<file path="src/rtl/pll_lock_reset_seq_if.sv">
// ---------------------------------------------------------------------------
// pll_lock_reset_seq_if
//   Bundles the PLL lock flags coming in and the reset/status signals going
//   out of the PLL lock / domain reset sequencer.
//
//   Parameters
//     N_LOCK    number of PLL locked flags
//     N_DOMAIN  number of per-domain reset outputs
//
//   Signals
//     pll_locked     PLL locked flags, asynchronous to the sequencer clock
//     domain_rst     per-domain reset, active-high
//     init_done      1 once every domain has been released
//     pll_rst        reset request to the PLLs, active-high
//     retry_cnt      PLL reset retry count (saturating)
//     lock_lost_cnt  lock-loss event count (saturating)
//     state_dbg      sequencer state encoding
//
//   Modports
//     slave   the sequencer: consumes pll_locked, drives everything else
//     master  the environment: drives pll_locked, observes everything else
// ---------------------------------------------------------------------------
interface pll_lock_reset_seq_if #(
    parameter int N_LOCK   = 3,
    parameter int N_DOMAIN = 4
);
    logic [N_LOCK-1:0]   pll_locked;
    logic [N_DOMAIN-1:0] domain_rst;
    logic                init_done;
    logic                pll_rst;
    logic [3:0]          retry_cnt;
    logic [7:0]          lock_lost_cnt;
    logic [2:0]          state_dbg;

    modport master (
        output pll_locked,
        input  domain_rst,
        input  init_done,
        input  pll_rst,
        input  retry_cnt,
        input  lock_lost_cnt,
        input  state_dbg
    );

    modport slave (
        input  pll_locked,
        output domain_rst,
        output init_done,
        output pll_rst,
        output retry_cnt,
        output lock_lost_cnt,
        output state_dbg
    );
endinterface

</file>
<file path="src/rtl/pll_lock_reset_seq.sv">
// ---------------------------------------------------------------------------
// pll_lock_reset_seq
//   Holds every downstream clock domain in reset until all PLLs report lock
//   and the locks have stayed up for a settle period, then releases the
//   domain resets one by one in index order with a fixed stagger. Any loss
//   of lock after the first lock puts all domains back into reset.
//
//   Optional feature (macro LOCK_TIMEOUT_EN):
//     defined   - waiting for lock is bounded by TIMEOUT_CYC; on expiry the
//                 PLLs get a PLL_RST_CYC-wide pll_rst pulse and the wait
//                 restarts. retry_cnt counts those pulses.
//     undefined - the lock wait is unbounded; pll_rst and retry_cnt are 0.
//
//   Ports
//     clk   free-running reference clock (only clock)
//     rst   synchronous, active-high reset
//     bus   pll_lock_reset_seq_if.slave: pll_locked in; domain_rst,
//           init_done, pll_rst, retry_cnt, lock_lost_cnt, state_dbg out
// ---------------------------------------------------------------------------
module pll_lock_reset_seq #(
    parameter int N_LOCK      = 3,
    parameter int N_DOMAIN    = 4,
    parameter int SYNC_STAGES = 2,
    parameter int SETTLE_CYC  = 50000,
    parameter int STAGGER_CYC = 256,
    parameter int TIMEOUT_CYC = 100000,
    parameter int PLL_RST_CYC = 64
) (
    input logic                  clk,
    input logic                  rst,
    pll_lock_reset_seq_if.slave  bus
);

    // One shared cycle counter serves every timed state, so it is sized for
    // the longest interval and never wraps inside a state.
    localparam int MAX_A   = (SETTLE_CYC > STAGGER_CYC) ? SETTLE_CYC : STAGGER_CYC;
    localparam int MAX_B   = (TIMEOUT_CYC > PLL_RST_CYC) ? TIMEOUT_CYC : PLL_RST_CYC;
    localparam int MAX_CYC = (MAX_A > MAX_B) ? MAX_A : MAX_B;
    localparam int CNT_W   = $clog2(MAX_CYC) + 1;
    localparam int IDX_W   = (N_DOMAIN > 1) ? $clog2(N_DOMAIN) : 1;

    localparam logic [CNT_W-1:0] SETTLE_LAST  = CNT_W'(SETTLE_CYC - 1);
    localparam logic [CNT_W-1:0] STAGGER_LAST = CNT_W'(STAGGER_CYC - 1);
    localparam logic [IDX_W-1:0] IDX_LAST     = IDX_W'(N_DOMAIN - 1);
`ifdef LOCK_TIMEOUT_EN
    localparam logic [CNT_W-1:0] TIMEOUT_LAST = CNT_W'(TIMEOUT_CYC - 1);
    localparam logic [CNT_W-1:0] PLL_RST_LAST = CNT_W'(PLL_RST_CYC - 1);
`endif

    typedef enum logic [2:0] {
        WAIT_LOCK = 3'd0,
        SETTLE    = 3'd1,
        RELEASE   = 3'd2,
        DONE      = 3'd3,
        PLL_RESET = 3'd4
    } state_t;

    // ------------------------------------------------------------------
    // Lock synchronizer
    // ------------------------------------------------------------------
    logic [N_LOCK-1:0] sync_q [SYNC_STAGES];
    logic              all_locked;

    // NOTE: sequential state is written with <= so every flop samples the
    // pre-edge value of its neighbours; blocking here would collapse the
    // synchronizer chain into a single stage.
    always_ff @(posedge clk) begin
        if (rst) begin
            for (int i = 0; i < SYNC_STAGES; i++) sync_q[i] <= '0;
        end else begin
            sync_q[0] <= bus.pll_locked;
            for (int i = 1; i < SYNC_STAGES; i++) sync_q[i] <= sync_q[i-1];
        end
    end

    assign all_locked = &sync_q[SYNC_STAGES-1];

    // ------------------------------------------------------------------
    // Sequencer
    // ------------------------------------------------------------------
    state_t              state_q, state_d;
    logic [CNT_W-1:0]    cnt_q, cnt_d;
    logic [IDX_W-1:0]    idx_q, idx_d;
    logic [N_DOMAIN-1:0] drst_q, drst_d;
    logic                done_q, done_d;
    logic [7:0]          lost_q, lost_d;
`ifdef LOCK_TIMEOUT_EN
    logic                pll_rst_q, pll_rst_d;
    logic [3:0]          retry_q, retry_d;
`endif

    always_ff @(posedge clk) begin
        if (rst) begin
            state_q <= WAIT_LOCK;
            cnt_q   <= '0;
            idx_q   <= '0;
            drst_q  <= '1;
            done_q  <= 1'b0;
            lost_q  <= '0;
`ifdef LOCK_TIMEOUT_EN
            pll_rst_q <= 1'b0;
            retry_q   <= '0;
`endif
        end else begin
            state_q <= state_d;
            cnt_q   <= cnt_d;
            idx_q   <= idx_d;
            drst_q  <= drst_d;
            done_q  <= done_d;
            lost_q  <= lost_d;
`ifdef LOCK_TIMEOUT_EN
            pll_rst_q <= pll_rst_d;
            retry_q   <= retry_d;
`endif
        end
    end

    // NOTE: every signal driven here gets a hold-value default before the
    // case statement, so no path leaves one unassigned and no latch appears.
    always_comb begin
        state_d = state_q;
        cnt_d   = cnt_q;
        idx_d   = idx_q;
        drst_d  = drst_q;
        done_d  = done_q;
        lost_d  = lost_q;
`ifdef LOCK_TIMEOUT_EN
        pll_rst_d = pll_rst_q;
        retry_d   = retry_q;
`endif

        case (state_q)
            WAIT_LOCK: begin
                if (all_locked) begin
                    state_d = SETTLE;
                    cnt_d   = '0;
                end
`ifdef LOCK_TIMEOUT_EN
                else if (cnt_q == TIMEOUT_LAST) begin
                    state_d   = PLL_RESET;
                    cnt_d     = '0;
                    pll_rst_d = 1'b1;
                    if (retry_q != 4'hF) retry_d = retry_q + 4'd1;
                end else begin
                    cnt_d = cnt_q + CNT_W'(1);
                end
`endif
            end

            SETTLE, RELEASE, DONE: begin
                // Lock loss is checked first so it overrides any release
                // that would otherwise happen on the same edge.
                if (!all_locked) begin
                    state_d = WAIT_LOCK;
                    cnt_d   = '0;
                    idx_d   = '0;
                    drst_d  = '1;
                    done_d  = 1'b0;
                    if (lost_q != 8'hFF) lost_d = lost_q + 8'd1;
                end else if (state_q == SETTLE) begin
                    if (cnt_q == SETTLE_LAST) begin
                        cnt_d     = '0;
                        drst_d[0] = 1'b0;
                        idx_d     = IDX_W'(1);
                        if (N_DOMAIN == 1) begin
                            state_d = DONE;
                            done_d  = 1'b1;
                        end else begin
                            state_d = RELEASE;
                        end
                    end else begin
                        cnt_d = cnt_q + CNT_W'(1);
                    end
                end else if (state_q == RELEASE) begin
                    if (cnt_q == STAGGER_LAST) begin
                        cnt_d         = '0;
                        drst_d[idx_q] = 1'b0;
                        idx_d         = idx_q + IDX_W'(1);
                        if (idx_q == IDX_LAST) begin
                            state_d = DONE;
                            done_d  = 1'b1;
                        end
                    end else begin
                        cnt_d = cnt_q + CNT_W'(1);
                    end
                end
            end

`ifdef LOCK_TIMEOUT_EN
            PLL_RESET: begin
                // Lock flags are meaningless while the PLLs are held in reset.
                if (cnt_q == PLL_RST_LAST) begin
                    state_d   = WAIT_LOCK;
                    cnt_d     = '0;
                    pll_rst_d = 1'b0;
                end else begin
                    cnt_d = cnt_q + CNT_W'(1);
                end
            end
`endif

            default: begin
                state_d = WAIT_LOCK;
                cnt_d   = '0;
            end
        endcase
    end

    assign bus.domain_rst    = drst_q;
    assign bus.init_done     = done_q;
    assign bus.lock_lost_cnt = lost_q;
    assign bus.state_dbg     = state_q;
`ifdef LOCK_TIMEOUT_EN
    assign bus.pll_rst       = pll_rst_q;
    assign bus.retry_cnt     = retry_q;
`else
    assign bus.pll_rst       = 1'b0;
    assign bus.retry_cnt     = 4'd0;
`endif

endmodule

</file>
<file path="src/flat_wrapper.sv">
// flat-port wrapper written by rule: the top's interface ports become plain ports
module pll_lock_reset_seq_flat 
#(
    parameter int N_LOCK      = 3,
    parameter int N_DOMAIN    = 4,
    parameter int SYNC_STAGES = 2,
    parameter int SETTLE_CYC  = 50000,
    parameter int STAGGER_CYC = 256,
    parameter int TIMEOUT_CYC = 100000,
    parameter int PLL_RST_CYC = 64
)
  (clk, rst, bus_pll_locked, bus_domain_rst, bus_init_done, bus_pll_rst, bus_retry_cnt, bus_lock_lost_cnt, bus_state_dbg);
  pll_lock_reset_seq_if #(.N_LOCK(N_LOCK), .N_DOMAIN(N_DOMAIN)) bus_i ();
  input logic clk;
  input logic rst;
  input wire logic [$bits(bus_i.pll_locked)-1:0] bus_pll_locked;
  output wire logic [$bits(bus_i.domain_rst)-1:0] bus_domain_rst;
  output wire logic [$bits(bus_i.init_done)-1:0] bus_init_done;
  output wire logic [$bits(bus_i.pll_rst)-1:0] bus_pll_rst;
  output wire logic [$bits(bus_i.retry_cnt)-1:0] bus_retry_cnt;
  output wire logic [$bits(bus_i.lock_lost_cnt)-1:0] bus_lock_lost_cnt;
  output wire logic [$bits(bus_i.state_dbg)-1:0] bus_state_dbg;
  assign bus_i.pll_locked = bus_pll_locked;
  assign bus_domain_rst = bus_i.domain_rst;
  assign bus_init_done = bus_i.init_done;
  assign bus_pll_rst = bus_i.pll_rst;
  assign bus_retry_cnt = bus_i.retry_cnt;
  assign bus_lock_lost_cnt = bus_i.lock_lost_cnt;
  assign bus_state_dbg = bus_i.state_dbg;
  pll_lock_reset_seq #(.N_LOCK(N_LOCK), .N_DOMAIN(N_DOMAIN), .SYNC_STAGES(SYNC_STAGES), .SETTLE_CYC(SETTLE_CYC), .STAGGER_CYC(STAGGER_CYC), .TIMEOUT_CYC(TIMEOUT_CYC), .PLL_RST_CYC(PLL_RST_CYC)) u_core (.clk(clk), .rst(rst), .bus(bus_i));
endmodule
</file>
<file path="config.mk">
export PLATFORM = sky130hd
export DESIGN_NAME = pll_lock_reset_seq_flat
export DESIGN_NICKNAME = d
export VERILOG_FILES = /design/src/rtl/pll_lock_reset_seq_if.sv /design/src/rtl/pll_lock_reset_seq.sv /design/src/flat_wrapper.sv
export SDC_FILE = /design/constraint.sdc
export NUM_CORES = 1
export LEC_CHECK = 0
export BUFFER_PORTS_ARGS = -buffer_cell sky130_fd_sc_hd__buf_2
export CAP_MARGIN = 15
export CORE_MARGIN = 8
export CORE_UTILIZATION = 40
export DETAILED_ROUTE_END_ITERATION = 6
export HOLD_SLACK_MARGIN = 0.1
export PLACE_DENSITY = 0.58
export SLEW_MARGIN = 20
export SYNTH_ARGS = -nofsm -noshare
export SYNTH_HDL_FRONTEND = slang
export SYNTH_SLANG_ARGS = --single-unit
</file>
<file path="constraint.sdc">
create_clock -name clk -period 2.37 [get_ports clk]
set_input_delay 0.237 -clock clk [delete_from_list [all_inputs] [get_ports clk]]
set_output_delay 0.237 -clock clk [all_outputs]
set_load 0.03 [all_outputs]
</file>
==> impl_metrics.env <==
export IMPL_grt_max_degree=23
export IMPL_routed_wirelength_mm=4.438
export IMPL_ys_flop_type="dfxtp_1"
export IMPL_track_usage_pct=12.42
export IMPL_hold_class="primary input to flop"
export IMPL_dr_pass1_iters=4
export IMPL_setup_viol=0
export IMPL_drive_above_1_share_pct=17.23
export IMPL_relSlewSlack_pct=53.50
export IMPL_synth_cell_types=49
export IMPL_syn_area_per_cell_sq_um=8.682
export IMPL_clkTransAtPathRegs_ns=0.08
export IMPL_ys_async_sr_fraction_pct=0
export IMPL_ir_drop_mv=0.2950
export IMPL_cts_sinks=41
export IMPL_hold_viol=0
export IMPL_fin_nets=280
export IMPL_wl_per_cell_um=13.17
export IMPL_gp_congestion=0.8555
export IMPL_yosysSeqAreaShare_pct=38.43
export IMPL_num_rows=26
export IMPL_grt_ovfl_total=0
export IMPL_h_tree_depth=2
export IMPL_setup_tns_ns=0
export IMPL_chipHeight_um=89.07
export IMPL_finalCriticalPeriod_ns=2.176
export IMPL_grt_pass1_vias=1670
export IMPL_setup_worst_path_end_class="flop"
export IMPL_die_area_sq_um=7933
export IMPL_ys_warn_count=0
export IMPL_postRouteAntennaNets=0
export IMPL_synth_area_sq_um=2136
export IMPL_synthTopCellsByCount="41 x dfxtp_1, 23 x nand2_1, 22 x nor3_1"
export IMPL_root_buffer="clkbuf_8"
export IMPL_status="finished, final reports clean"
export IMPL_cts_path_max_buffers=2
export IMPL_synth_area_leader_cell="dfxtp_1"
export IMPL_p_per_area_nw_per_um2=558.1
export IMPL_ys_top_cells_by_area="dfxtp_1 38%, xnor2_1 5.7%, ha_1 5.3%"
export IMPL_hold_slack_ns=0.1495
export IMPL_rsz0062_at_grt="false"
export IMPL_cap_violations=0
export IMPL_grt_pass1_wl_mm=7.714
export IMPL_core_sq_um=5140
export IMPL_drtIter0Drc=82
export IMPL_via_per_inst=5.110
export IMPL_cts_tree="done"
export IMPL_synth_seq_cells=41
export IMPL_area_growth_pct=11.66
export IMPL_critPathKind="flop to flop"
export IMPL_cts_buffers=5
export IMPL_clock_latency_ns=0.29
export IMPL_synthCells=246
export IMPL_fmax_mhz=459.5
export IMPL_start_util_pct=41.55
export IMPL_utilization_pct=46.40
export IMPL_io_buffers=19
export IMPL_yosysTopAreaCellShare_pct=38.43
export IMPL_clock_skew_ns=0.006943
export IMPL_tightest_slew_ns=0.6781
export IMPL_dp_hpwl_mm=3.340
export IMPL_antenna_found_initial=0
export IMPL_critPathArrivalTime_ns=2.35
export IMPL_ios=26
export IMPL_power_leakage_nw=0.8811
export IMPL_critPathMaxFanout=14
export IMPL_yosysMostFrequentCell="dfxtp_1"
export IMPL_diodes=0
export IMPL_vias=1722
export IMPL_maxSlewViolCount=0
export IMPL_die_w_um=89.07
export IMPL_cp_start_kind="flop"
export IMPL_crit_required_ns=2.54
export IMPL_synth_edf_count=0
export IMPL_finalCritPeriodShare_pct=91.83
export IMPL_drc_errors=0
[metrics by stage]
step	total power, mW	setup slack (ns)	instance area, sq um	instances
final	1.331	0.1935	2385	337
after global routing	1.393	0.001602	2385	337
after CTS	1.347	0.1350	2374	336
after detailed placement	0.8431	0.1511	2272	328
after global placement	0.8436	0.1674	2272	328
after floorplan	0.8233	0.2042	2155	251
[cells by family (layout without fill, tap and decap cells)]
family	count (synthesis)	count (layout)	synth area share, %
AO/OA/AOI/OAI	32	32	11.36
XOR/XNOR	18	18	7.381
adder cells (fa/ha/maj)	9	9	5.273
buffers and inverters	26	42	6.209
flip-flops	41	41	38.43
multiplexers	4	4	1.933
other	1	6	0.1756
AND/OR/NAND/NOR	115	115	29.23
[what timing repair did]
| item | in CTS | in global routing |
|---|---|---|
| setup endpoints to repair | 0 | 3 |
| setup buffers | 0 | 1 |
| hold buffers | 0 | 0 |
| gates resized for setup | 0 | 2 |
| endpoints found under the hold margin | 0 | 0 |
[path summary, 6_finish.rpt]
| kind | endpoint | slack [ns] | from | depth (start not counted) |
|---|---|---|---|---|
| setup / recovery | u_core.cnt_q[5] | 0.19 | u_core.bus.state_dbg[1] | 8 |
| hold / removal | u_core.sync_q[0][2] | 0.15 | bus_pll_locked[2] | 2 |
| setup reg to reg | u_core.cnt_q[5] | 0.19 | u_core.bus.state_dbg[1] | 8 |
| hold reg to reg | u_core.sync_q[0][4] | 0.44 | u_core.sync_q[0][1] | 1 |
[cells in the final DEF, fill, tap and decap left out, types with 4 or more instances in the layout]
cell type and count:
conb_1 6, xor2_1 4, nor3_1 22, buf_4 5
nor2b_1 6, ha_1 8, or3_1 7, nand3_1 11
inv_1 10, xnor2_1 14, clkbuf_8 7, nand4_1 4
dfxtp_1 41, nor4_1 7, a21oi_1 5, nand2_1 23
buf_2 19, nor2_1 20
[worst max-delay path: stages, from the launching register on]
cell      delay (ns)
dfxtp_1         0.36
inv_1           0.09
ha_1            0.25
or3b_2          0.49
nor4_4          0.21
a21boi_0        0.21
a21oi_2         0.15
buf_4           0.21
nor3_1          0.07
[routing by layer]
metal  global-route usage [%]  part of all wire (%)
met1                    16.05                    49
met2                    19.20                    45
met3                    4.779                   4.7
met4                    2.266                  0.70
met5                        0                     0
[flip-flops by register name, summed over array words and instances, names as in the netlist]
name and cells:
u_core.idx_q 2, u_core.bus.state_dbg 2, u_core.bus.domain_rst 4, u_core.sync_q 6
u_core.cnt_q 18, u_core.bus.init_done 1, u_core.bus.lock_lost_cnt 8
[layout make-up]
cell class	count	area, sq um
Tap cell	70	87.58
Timing Repair Buffer	24	132.6
Clock inverter	1	5.005
Clock buffer	7	96.34
Inverter	10	37.54
Fill cell	530	2755
Sequential cell	41	820.8
Multi-Input combinational cell	184	1205
[where the power goes]
group          internal [mW]  switching, mW  total [mW]  leakage (nW)
registers              0.699        0.00749       0.706         0.332
logic                 0.0360         0.0846       0.121         0.495
clock network          0.263          0.241       0.504        0.0542
total                  0.998          0.333        1.33         0.881
Note: power is estimated with default switching activity, not from simulation.
